[src/rtl/pong_pkg.sv]
// Shared pong constants: screen geometry, direction codes, colours and paddle x placement.
// Pure declarations; no timing or flow-control behaviour.
package pong_pkg;

    localparam int COORD_W  = 10;
    localparam int H_ACTIVE = 640;
    localparam int V_ACTIVE = 480;

    typedef logic [COORD_W-1:0] coord_t;

    localparam logic [1:0] DIR_IDLE = 2'b00;
    localparam logic [1:0] DIR_UP   = 2'b01;
    localparam logic [1:0] DIR_DN   = 2'b10;

    localparam logic [11:0] RGB_LEFT  = 12'hF00;
    localparam logic [11:0] RGB_RIGHT = 12'h00F;
    localparam logic [11:0] RGB_NONE  = 12'h000;

    typedef enum logic [1:0] {
        ST_IDLE = DIR_IDLE,
        ST_UP   = DIR_UP,
        ST_DN   = DIR_DN
    } paddle_state_e;

    // Even paddles hug the left wall, odd ones mirror them on the right.
    function automatic int paddle_xc(input int idx, input int margin, input int w, input int step);
        int off;
        off = margin + w / 2 + (idx / 2) * step;
        return (idx % 2 == 0) ? off : H_ACTIVE - off;
    endfunction

endpackage

[src/rtl/paddle_array_if.sv]
// Button/ball/raster inputs and paddle geometry/pixel outputs of the paddle array.
// Plain wires; no handshake, the array never stalls.
interface paddle_array_if #(
    parameter int NUM_PADDLES = 2
) ();

    logic [NUM_PADDLES-1:0]    btn_up_n;
    logic [NUM_PADDLES-1:0]    btn_dn_n;
    logic [NUM_PADDLES-1:0]    auto_en;
    logic [9:0]                ball_y;
    logic [9:0]                x;
    logic [9:0]                y;
    logic [10*NUM_PADDLES-1:0] x_paddle;
    logic [10*NUM_PADDLES-1:0] y_paddle;
    logic [2*NUM_PADDLES-1:0]  paddle_dir;
    logic [NUM_PADDLES-1:0]    paddle_on;
    logic [11:0]               pixel_rgb;

    modport master (
        output btn_up_n, btn_dn_n, auto_en, ball_y, x, y,
        input  x_paddle, y_paddle, paddle_dir, paddle_on, pixel_rgb
    );

    modport slave (
        input  btn_up_n, btn_dn_n, auto_en, ball_y, x, y,
        output x_paddle, y_paddle, paddle_dir, paddle_on, pixel_rgb
    );

endinterface

[src/rtl/paddle_motion.sv]
// One paddle: manual/auto request decode, accelerating speed, clamped y register.
// Position and direction update one clk_1ms tick after the request; never stalls.
module paddle_motion
    import pong_pkg::*;
#(
    parameter int PADDLE_H    = 80,
    parameter int MAX_SPEED   = 4,
    parameter int ACCEL_TICKS = 8,
    parameter int AUTO_SPEED  = 2,
    parameter int DEADBAND    = 4
) (
    input  logic       clk_1ms,
    input  logic       reset,
    input  logic       btn_up_n_i,
    input  logic       btn_dn_n_i,
    input  logic       auto_en_i,
    input  logic [9:0] ball_y_i,
    output logic [9:0] y_o,
    output logic [1:0] dir_o
);

    localparam int HOLD_SAT = MAX_SPEED * ACCEL_TICKS;
    localparam int HOLD_W   = $clog2(HOLD_SAT + 1);

    localparam logic [HOLD_W-1:0] HOLD_MAX = HOLD_W'(HOLD_SAT);
    localparam logic signed [10:0] YMIN_S  = 11'(PADDLE_H / 2);
    localparam logic signed [10:0] YMAX_S  = 11'(V_ACTIVE - PADDLE_H / 2);
    localparam logic signed [10:0] DB_S    = 11'(DEADBAND);
    localparam coord_t             Y_RST   = coord_t'(V_ACTIVE / 2);

    paddle_state_e      state_q, state_d;
    coord_t             y_q, y_d;
    logic [HOLD_W-1:0]  hold_q, hold_d;
    logic [HOLD_W-1:0]  hold_eff;
    logic signed [10:0] y_s, ball_s, step_s, cand_s;
    int                 spd;

    always_ff @(posedge clk_1ms or negedge reset) begin
        if (!reset) begin
            state_q <= ST_IDLE;
            y_q     <= Y_RST;
            hold_q  <= '0;
        end else begin
            state_q <= state_d;
            y_q     <= y_d;
            hold_q  <= hold_d;
        end
    end

    always_comb begin
        state_d  = ST_IDLE;
        y_d      = y_q;
        hold_d   = '0;
        hold_eff = '0;
        spd      = 1;
        step_s   = '0;
        cand_s   = '0;
        y_s      = {1'b0, y_q};
        ball_s   = {1'b0, ball_y_i};

        if (auto_en_i) begin
            if (ball_s + DB_S < y_s) begin
                state_d = ST_UP;
            end else if (ball_s > y_s + DB_S) begin
                state_d = ST_DN;
            end
            spd = AUTO_SPEED;
        end else begin
            if (!btn_up_n_i && btn_dn_n_i) begin
                state_d = ST_UP;
            end else if (btn_up_n_i && !btn_dn_n_i) begin
                state_d = ST_DN;
            end
            // Only a continued direction keeps its accumulated hold time.
            if (state_d == state_q) begin
                hold_eff = hold_q;
            end
            spd = 1 + int'(hold_eff) / ACCEL_TICKS;
            if (spd > MAX_SPEED) begin
                spd = MAX_SPEED;
            end
            if (state_d != ST_IDLE) begin
                hold_d = (hold_eff >= HOLD_MAX) ? HOLD_MAX : hold_eff + 1'b1;
            end
        end

        step_s = 11'(spd);
        case (state_d)
            ST_UP: begin
                cand_s = y_s - step_s;
                y_d    = (cand_s < YMIN_S) ? coord_t'(YMIN_S) : coord_t'(cand_s);
            end
            ST_DN: begin
                cand_s = y_s + step_s;
                y_d    = (cand_s > YMAX_S) ? coord_t'(YMAX_S) : coord_t'(cand_s);
            end
            default: y_d = y_q;
        endcase
    end

    assign y_o   = y_q;
    assign dir_o = state_q;

endmodule

[src/rtl/paddle_array.sv]
// N paddles for the pong datapath: per-paddle motion plus fixed x placement, pixel hit test and colour mux.
// Geometry is registered (one tick latency); hit/colour are combinational from it; never stalls.
module paddle_array
    import pong_pkg::*;
#(
    parameter int          NUM_PADDLES = 2,
    parameter int          PADDLE_W    = 16,
    parameter int          PADDLE_H    = 80,
    parameter int          EDGE_MARGIN = 20,
    parameter int          LANE_STEP   = 64,
    parameter int          MAX_SPEED   = 4,
    parameter int          ACCEL_TICKS = 8,
    parameter int          AUTO_SPEED  = 2,
    parameter int          DEADBAND    = 4,
    parameter logic [11:0] COLOR_LEFT  = RGB_LEFT,
    parameter logic [11:0] COLOR_RIGHT = RGB_RIGHT
) (
    input  logic          clk_1ms,
    input  logic          reset,
    paddle_array_if.slave bus
);

    localparam logic signed [10:0] HW_S = 11'(PADDLE_W / 2);
    localparam logic signed [10:0] HH_S = 11'(PADDLE_H / 2);

    coord_t                 y_arr   [NUM_PADDLES];
    logic [1:0]             dir_arr [NUM_PADDLES];
    logic [NUM_PADDLES-1:0] hit;
    logic [11:0]            rgb;
    logic signed [10:0]     px_s, py_s;

    for (genvar g = 0; g < NUM_PADDLES; g++) begin : g_paddle
        paddle_motion #(
            .PADDLE_H    (PADDLE_H),
            .MAX_SPEED   (MAX_SPEED),
            .ACCEL_TICKS (ACCEL_TICKS),
            .AUTO_SPEED  (AUTO_SPEED),
            .DEADBAND    (DEADBAND)
        ) u_motion (
            .clk_1ms    (clk_1ms),
            .reset      (reset),
            .btn_up_n_i (bus.btn_up_n[g]),
            .btn_dn_n_i (bus.btn_dn_n[g]),
            .auto_en_i  (bus.auto_en[g]),
            .ball_y_i   (bus.ball_y),
            .y_o        (y_arr[g]),
            .dir_o      (dir_arr[g])
        );
    end

    // Both ranges are half-open so each paddle covers exactly PADDLE_W x PADDLE_H pixels.
    always_comb begin
        px_s = {1'b0, bus.x};
        py_s = {1'b0, bus.y};
        hit  = '0;
        for (int i = 0; i < NUM_PADDLES; i++) begin
            logic signed [10:0] xc_s;
            logic signed [10:0] yc_s;
            xc_s   = 11'(paddle_xc(i, EDGE_MARGIN, PADDLE_W, LANE_STEP));
            yc_s   = {1'b0, y_arr[i]};
            hit[i] = (px_s >= xc_s - HW_S) && (px_s < xc_s + HW_S) &&
                     (py_s >= yc_s - HH_S) && (py_s < yc_s + HH_S);
        end
    end

    // Walking down from the top index leaves the lowest active paddle's colour.
    always_comb begin
        rgb = RGB_NONE;
        for (int i = NUM_PADDLES - 1; i >= 0; i--) begin
            if (hit[i]) begin
                rgb = (i % 2 == 0) ? COLOR_LEFT : COLOR_RIGHT;
            end
        end
    end

    always_comb begin
        bus.x_paddle   = '0;
        bus.y_paddle   = '0;
        bus.paddle_dir = '0;
        for (int i = 0; i < NUM_PADDLES; i++) begin
            bus.x_paddle[10*i +: 10]  = coord_t'(paddle_xc(i, EDGE_MARGIN, PADDLE_W, LANE_STEP));
            bus.y_paddle[10*i +: 10]  = y_arr[i];
            bus.paddle_dir[2*i +: 2]  = dir_arr[i];
        end
        bus.paddle_on = hit;
        bus.pixel_rgb = rgb;
    end

endmodule

[src/flat_wrapper.sv]
// flat-port wrapper written by rule: the top's interface ports become plain ports
module paddle_array_flat import pong_pkg::*;
#(
    parameter int          NUM_PADDLES = 2,
    parameter int          PADDLE_W    = 16,
    parameter int          PADDLE_H    = 80,
    parameter int          EDGE_MARGIN = 20,
    parameter int          LANE_STEP   = 64,
    parameter int          MAX_SPEED   = 4,
    parameter int          ACCEL_TICKS = 8,
    parameter int          AUTO_SPEED  = 2,
    parameter int          DEADBAND    = 4,
    parameter logic [11:0] COLOR_LEFT  = RGB_LEFT,
    parameter logic [11:0] COLOR_RIGHT = RGB_RIGHT
)
  (clk_1ms, reset, bus_btn_up_n, bus_btn_dn_n, bus_auto_en, bus_ball_y, bus_x, bus_y, bus_x_paddle, bus_y_paddle, bus_paddle_dir, bus_paddle_on, bus_pixel_rgb);
  paddle_array_if #(.NUM_PADDLES(NUM_PADDLES)) bus_i ();
  input  logic clk_1ms;
  input  logic reset;
  input wire logic [$bits(bus_i.btn_up_n)-1:0] bus_btn_up_n;
  input wire logic [$bits(bus_i.btn_dn_n)-1:0] bus_btn_dn_n;
  input wire logic [$bits(bus_i.auto_en)-1:0] bus_auto_en;
  input wire logic [$bits(bus_i.ball_y)-1:0] bus_ball_y;
  input wire logic [$bits(bus_i.x)-1:0] bus_x;
  input wire logic [$bits(bus_i.y)-1:0] bus_y;
  output wire logic [$bits(bus_i.x_paddle)-1:0] bus_x_paddle;
  output wire logic [$bits(bus_i.y_paddle)-1:0] bus_y_paddle;
  output wire logic [$bits(bus_i.paddle_dir)-1:0] bus_paddle_dir;
  output wire logic [$bits(bus_i.paddle_on)-1:0] bus_paddle_on;
  output wire logic [$bits(bus_i.pixel_rgb)-1:0] bus_pixel_rgb;
  assign bus_i.btn_up_n = bus_btn_up_n;
  assign bus_i.btn_dn_n = bus_btn_dn_n;
  assign bus_i.auto_en = bus_auto_en;
  assign bus_i.ball_y = bus_ball_y;
  assign bus_i.x = bus_x;
  assign bus_i.y = bus_y;
  assign bus_x_paddle = bus_i.x_paddle;
  assign bus_y_paddle = bus_i.y_paddle;
  assign bus_paddle_dir = bus_i.paddle_dir;
  assign bus_paddle_on = bus_i.paddle_on;
  assign bus_pixel_rgb = bus_i.pixel_rgb;
  paddle_array #(.NUM_PADDLES(NUM_PADDLES), .PADDLE_W(PADDLE_W), .PADDLE_H(PADDLE_H), .EDGE_MARGIN(EDGE_MARGIN), .LANE_STEP(LANE_STEP), .MAX_SPEED(MAX_SPEED), .ACCEL_TICKS(ACCEL_TICKS), .AUTO_SPEED(AUTO_SPEED), .DEADBAND(DEADBAND), .COLOR_LEFT(COLOR_LEFT), .COLOR_RIGHT(COLOR_RIGHT)) u_core (.clk_1ms(clk_1ms), .reset(reset), .bus(bus_i));
endmodule
[config.mk]
export PLATFORM = sky130hd
export DESIGN_NAME = paddle_array_flat
export DESIGN_NICKNAME = d
export VERILOG_FILES = /design/src/rtl/pong_pkg.sv /design/src/rtl/paddle_array_if.sv /design/src/rtl/paddle_motion.sv /design/src/rtl/paddle_array.sv /design/src/flat_wrapper.sv
export SDC_FILE = /design/constraint.sdc
export NUM_CORES = 1
export LEC_CHECK = 0
export BUFFER_PORTS_ARGS = -buffer_cell sky130_fd_sc_hd__clkbuf_2
export CAP_MARGIN = 20
export CORE_UTILIZATION = 35
export DETAILED_ROUTE_END_ITERATION = 12
export PLACE_DENSITY_LB_ADDON = 0.3
export SETUP_SLACK_MARGIN = 0.02
export SLEW_MARGIN = 30
export SYNTH_ARGS = -nofsm -noshare
export SYNTH_HDL_FRONTEND = slang
export SYNTH_SLANG_ARGS = --single-unit
export TNS_END_PERCENT = 20
[constraint.sdc]
create_clock -name clk_1ms -period 4 [get_ports clk_1ms]
set_input_delay 0.6 -clock clk_1ms [delete_from_list [all_inputs] [get_ports clk_1ms]]
set_output_delay 0.6 -clock clk_1ms [all_outputs]
set_load 0.02 [all_outputs]
## Yosys cells after proc, flatten, opt, wreduce, memory -nomap -nowiden

Index checks and enable logic that the tools add are counted.

| cells by class | value |
|---|---|
| eq/ne operators | 6 |
| $lt $le $gt $ge | 20 |
| $add $sub $neg | 15 |
| reductions and logical operators | 18 |
| multiplexer cells | 34 |

Operator list:

| kind | count |
|---|---|
| two-way mux 6 bit | 10 |
| < comparator 11 bit | 4 |
| two-way mux 10 bit | 4 |
| case mux 10 bit (2 select lines) | 2 |
| adder 10 x 3 -> 11 bit (second input constant) | 3 |
| two-way mux 2 bit | 12 |
| adder 10 x 6 -> 11 bit (second input constant) | 2 |
| adder 11 bit | 2 |
| >= comparator 11 bit | 2 |
| > comparator 11 x 10 -> 1 bit (second input constant) | 2 |
| > comparator 11 bit | 2 |
| < comparator 11 x 7 -> 1 bit (second input constant) | 2 |
| subtractor 10 x 6 -> 11 bit (second input constant) | 2 |
| subtractor 11 bit | 2 |
| two-way mux 4 bit | 5 |
| adder 6 x 1 -> 6 bit (second input constant) | 2 |
| >= comparator 6 bit (second input constant) | 2 |
| two-way mux 12 bit | 1 |
| >= comparator 10 bit (second input constant) | 1 |
| >= comparator 10 x 5 -> 1 bit (second input constant) | 1 |
| logical AND 1 bit | 10 |
| < comparator 10 bit (second input constant) | 1 |
| < comparator 10 x 6 -> 1 bit (second input constant) | 1 |
| adder 1 x 3 -> 4 bit (first input constant) | 2 |
| other kinds (6) | 16 |

| storage, ports and cells | value |
|---|---|
| output and inout port bits | 58 |
| bits in registers | 36 |
| bits of input ports | 38 |
| logic and storage cells | 99 |

## Longest topological paths before layout

| depth | value |
|---|---|
| depth after elaboration | 16 |
| gate-level depth with buffers | 20 |
| depth with buffers taken out | 19 |

## Modules after synthesis

Synthesis repeated with hierarchy kept, for this count alone.

| unflattened totals | value |
|---|---|
| cells, all modules | 766 |
| area total of the unflattened synthesis | 6,152.2 µm² |

Modules (own cells, without submodules):

| module | cells an instance | instances | area an instance (µm²) | sequential area each (µm²) |
|---|---|---|---|---|
| paddle_motion (u_core.g_paddle[1].u_motion) | 293 | 1 | 2,379.8 | 455.4 |
| paddle_motion (u_core.g_paddle[0].u_motion) | 281 | 1 | 2,322.2 | 455.4 |
| paddle_array | 192 | 1 | 1,450.1 | 0.0 |

## Least setup slack after synthesis

No wires, ideal clock.

| timing | value |
|---|---|
| path type | input port to flip-flop |
| from | in bus_btn_dn_n[0] |
| to | reg u_core.g_paddle[0].u_motion.y_q[0] |
| slack | 0.022 ns |
| data arrival time | 3.895 ns |
| data required time | 3.917 ns |
| stages on the path | 18 |
| library setup time | 0.083 ns |
| path buffers | 0 |
| path through | inv_1 -> ha_1 -> xor2_1 -> nor2_1 -> and2_1 -> ha_1 -> nand2_1 -> nand2_1 -> inv_1 -> fa_1 -> o21ba_2 -> o21bai_1 -> nand3_1 -> xnor2_1 -> o32ai_1 -> nand3_2 -> a211o_1 -> o21ai_0 |

| between the ends | value |
|---|---|
| longest elaborated chain between the ends | 16 |
| elaborated cells between the ends (all ways) | 24 |
| those cells by class | add/sub (3); order compare (3); eq/ne (3); mux (11); reduce/logical (4) |

RTL lines:

| item | line | RTL |
|---|---|---|
| from (decl) | flat_wrapper.sv:21 | `input wire logic [$bits(bus_i.btn_dn_n)-1:0] bus_btn_dn_n;` |
| zero test 1 bit | paddle_motion.sv:71 | `end else if (btn_up_n_i && !btn_dn_n_i) begin` |
| logical AND 1 bit | paddle_motion.sv:71 |  |
| two-way mux 2 bit | paddle_motion.sv:71 |  |
| two-way mux 2 bit * | paddle_motion.sv:69 | `if (!btn_up_n_i && btn_dn_n_i) begin` |
| two-way mux 2 bit * | paddle_motion.sv:61 | `if (auto_en_i) begin` |
| == test 2 bit | paddle_motion.sv:75 | `if (state_d == state_q) begin` |
| two-way mux 6 bit | paddle_motion.sv:75 |  |
| two-way mux 6 bit | paddle_motion.sv:61 |  |
| adder 1 x 3 -> 4 bit | paddle_motion.sv:78 | `spd = 1 + int'(hold_eff) / ACCEL_TICKS;` |
| > comparator 4 x 3 -> 1 bit | paddle_motion.sv:79 | `if (spd > MAX_SPEED) begin` |
| two-way mux 4 bit | paddle_motion.sv:79 |  |
| two-way mux 4 bit | paddle_motion.sv:61 |  |
| adder 11 bit or subtractor 11 bit (tied branches) | paddle_motion.sv:94, paddle_motion.sv:90 |  |
| > comparator 11 x 10 -> 1 bit or < comparator 11 x 7 -> 1 bit (tied branches) | paddle_motion.sv:95, paddle_motion.sv:91 |  |
| two-way mux 10 bit (on tied branches) | paddle_motion.sv:95, paddle_motion.sv:91 |  |
| case mux 10 bit (2 select lines) | paddle_motion.sv:88 | `case (state_d)` |
| to (signal assigned) | paddle_motion.sv:45 | `y_q <= y_d;` |
| to (decl) | paddle_motion.sv:32 | `coord_t y_q, y_d;` |

Mark *: on every way between the ends. The rest lies on a longest branch, timed or not. The select of a mux whose other input is x is not followed.
A chain may end at the register's enable or synchronous reset.

## Worst setup path in the final report

| timing | value |
|---|---|
| from | in bus_btn_dn_n[1] |
| to | reg u_core.g_paddle[1].u_motion.y_q[8] |

| between the ends | value |
|---|---|
| longest elaborated chain between the ends | 16 |
| elaborated cells between the ends (all ways) | 24 |
| those cells by class | add/sub (3); order compare (3); eq/ne (3); mux (11); reduce/logical (4) |

RTL lines:

| item | line |
|---|---|
| zero test 1 bit | paddle_motion.sv:71 |
| logical AND 1 bit | paddle_motion.sv:71 |
| two-way mux 2 bit | paddle_motion.sv:71 |
| two-way mux 2 bit * | paddle_motion.sv:69 |
| two-way mux 2 bit * | paddle_motion.sv:61 |
| == test 2 bit | paddle_motion.sv:75 |
| two-way mux 6 bit | paddle_motion.sv:75 |
| two-way mux 6 bit | paddle_motion.sv:61 |
| adder 1 x 3 -> 4 bit | paddle_motion.sv:78 |
| > comparator 4 x 3 -> 1 bit | paddle_motion.sv:79 |
| two-way mux 4 bit | paddle_motion.sv:79 |
| two-way mux 4 bit | paddle_motion.sv:61 |
| adder 11 bit or subtractor 11 bit (tied branches) | paddle_motion.sv:94, paddle_motion.sv:90 |
| > comparator 11 x 10 -> 1 bit or < comparator 11 x 7 -> 1 bit (tied branches) | paddle_motion.sv:95, paddle_motion.sv:91 |
| two-way mux 10 bit (on tied branches) | paddle_motion.sv:95, paddle_motion.sv:91 |
| case mux 10 bit (2 select lines) | paddle_motion.sv:88 |
| to (signal assigned) | paddle_motion.sv:45 |
| to (decl) | paddle_motion.sv:32 |

Marks and branches as above.

==> out/results.ini <==
[job]
drv_cap=0

[power_and_ir_drop]
power.internal_uw=2609
p_leak_uw=0.003404
p_clk_share_pct=7.9
power_density_mw_per_mm2=724.8
p_sw_uw=2676
pwr-share-comb_pct=79.6
p_seq_share_pct=12.5
swShare_pct=50.63
ir_drop_mv=0.3784

[yosys]
synthesis.area_mm2=0.005968
synth-simple-area-share_pct=18.81
synth_mux_area_share_pct=0.1677
ys_seq_elements=36
synthFlopType=dfrtp_1
yosysSeqAreaShare_pct=15.26
synthArstFlopShare_pct=100.0
synth-edff-count=0
synth_area_per_cell_um2=8.054
synth.distinct_cells=83
synth_adder_area_share_pct=23.10
synth-xor-area-share_pct=8.805
synth_compound_area_share_pct=24.61
syn_inst=741
synth_top_family_by_area=compound AO/OA/AOI/OAI gates
synth_warnings=0

[layout]
final_core_util_pct=43.82
layout_commonest_cell=ha_1
drive_gt1_share_pct=24.55
final_cell_mix=ha_1, buf_4, clkbuf_2
area_growth_syn_to_layout_pct=22.18
nets=1029
num_antenna_cells=0
final_area_mm2=0.007292

[sta]
period_share_pct=95.03
maxSlewHeadroom_pct=48.35
final-hold-violation-count=0
max_freq_mhz=263.1
tns_ns=0
finalWorstSetupSlack_ns=0.1988
setup_viol_count_final=0
slew_viol_final=0
rsz0062_at_grt=yes
clock_skew_ns=0.004051
worst_pin_slew_ns=0.7677
fin_crit_ns=3.801
whs_ns=0.1449

[floorplan]
fp-row-count=47
die_x_um=132.6
num_io_pins=96
coreArea_mm2=0.01664
start_util_pct=35.86
dieArea_mm2=0.01758
die_y_um=132.6

[drt]
drt-total-wl_um=16920
routed-via-count=5779
post-route-drc-count=0
ant_nets=0
viasPerCell=5.235
drtIter0Drc=231
wl_per_cell_um=15.33
first_pass_iters=4

[clock_tree]
cts_num_sinks=36
root_buffer=clkbuf_16
path_clk_slew_ns=0.06
h-tree-depth=2
numCtsBuffers=5
clock_path_buffers=2
insertion_delay_ns=0.29
cts_tree=yes

[placed_design]
post-place-ws_ns=-0.1607
place.gp.congestion=0.8986
dpl_cell_area_mm2=0.007032
port_buffers=69
dpl.hpwl_um=13900

[global_route]
grt_usage_pct=19.18
grt_max_degree=30
grt_pass1_wl_um=26850
overflow=0
antenna_found_initial=0
grt_pass1_vias=5446

[worst_setup_path]
end_kind=register
cp.arrival_ns=3.97
startpoint_type=primary input
cp_data_required_time_ns=4.17
worstSetupStartpoint=bus_btn_dn_n[1]
cp_max_fo=6
crit_type=primary input to register
r2r_start=u_core.g_paddle[1].u_motion.y_o[4]

[outcome]
status=finished, final reports clean

[worst_hold_path]
hp-class=primary input to asynchronous set/reset pin

[timing repair]
action | 4_1_cts | 5_1_grt
setup endpoints to repair | 0 | 16
resized for setup | 0 | 18
hold buffers | 0 | 0
setup buffers | 0 | 3
[stage by stage]
stage | std cells | total power [uW]
finish | 1104 | 5286
global route | 1104 | 5804
CTS | 1101 | 5189
detailed placement | 1094 | 4738
global placement | 1094 | 4707
floorplan | 767 | 3470
[cells by family after synthesis]
family,Yosys count
and+or+nand+nor,218
AOI/OAI and AO/OA,210
adders and majority gates,108
buffers and inverters,106
xor gates and xnor gates,60
DFF,36
other,2
muxes,1
[Yosys cell counts, types with 5 or more instances]
cell	n	area share, %
inv_1	45	2.8
o21ai_0	32	2.7
or2_2	6	0.63
dfrtp_1	28	12
and3_1	6	0.63
nor2b_1	8	0.84
nand2b_1	10	1.0
o211ai_1	10	1.3
clkbuf_1	11	0.69
buf_2	6	0.50
nand2_1	36	2.3
o22ai_1	5	0.52
ha_1	103	22
xnor2_1	43	6.3
o21a_1	14	1.8
nand3_1	28	2.3
a211oi_1	15	1.9
a31oi_1	9	0.94
a21oi_1	54	4.5
buf_4	35	4.4
xor2_1	17	2.5
dfstp_2	8	3.5
nor3_1	11	0.92
nor2_1	61	3.8
nand4_1	14	1.5
or3_1	7	0.73
and2_1	12	1.3
a21o_1	11	1.4
[metal layers]
| layer | GRT usage, % | share of wire, % | vias to the layer above |
|---|---|---|---|
| met3 | 3.180 | 3.9 | 13 |
| li1 | - | - | 2928 |
| met4 | 4.598 | 1.3 | 0 |
| met2 | 34.65 | 51 | 119 |
| met1 | 23.54 | 44 | 2719 |
| met5 | 0 | 0 | - |
[worst paths after layout]
path | to | slack, ns | cells after the start
worst max-delay path | u_core.g_paddle[1].u_motion.y_o[8] | 0.20 | 19
worst min-delay path | u_core.g_paddle[0].u_motion.hold_q[2] | 0.14 | 1
max in group asynchronous | u_core.g_paddle[1].u_motion.y_o[5] | 3.15 | 2
min in group clk_1ms | u_core.g_paddle[0].u_motion.hold_q[5] | 0.56 | 2
worst min register to register | u_core.g_paddle[0].u_motion.hold_q[5] | 0.56 | 2
worst max register to register | u_core.g_paddle[1].u_motion.y_o[8] | 0.23 | 20
[power by group through the flow]
| stage | clock (uW) | sequential (uW) | combinational (uW) |
|---|---|---|---|
| floorplan | 0 | 766 | 2700 |
| global placement | 0 | 661 | 4050 |
| detailed placement | 0 | 661 | 4080 |
| CTS | 428 | 657 | 4100 |
| global route | 444 | 676 | 4680 |
| finish | 418 | 659 | 4210 |
[critical path: stages]
cell       delay [ns]
clkbuf_2         0.09
inv_1            0.04
ha_1             0.21
xor2_1           0.17
nor2_2           0.16
and2_1           0.17
ha_1             0.23
nand2_1          0.06
nand2_1          0.07
ha_1             0.31
or3b_1           0.45
a211oi_1         0.30
a2111oi_1        0.11
a211oi_2         0.32
o31ai_4          0.10
buf_4            0.18
buf_4            0.14
a22oi_1          0.15
o22ai_1          0.10
[flip-flops by register name (all words and copies together), names as in the netlist]
register and cells:
u_core.g_paddle.u_motion.y_o 20, u_core.g_paddle.u_motion.hold_q 12, u_core.g_paddle.u_motion.dir_o 4
[final cells by class]
cell class / instances / area, um2
well taps: 220 / 275.3
repair buffers: 165 / 1066
clock buffers: 7 / 152.6
inverters: 51 / 191.4
multi-input cells: 625 / 4696
flip-flops and latches: 36 / 910.9
fillers: 1693 / 9350
No activity file was read; power rests on OpenSTA's default activity.
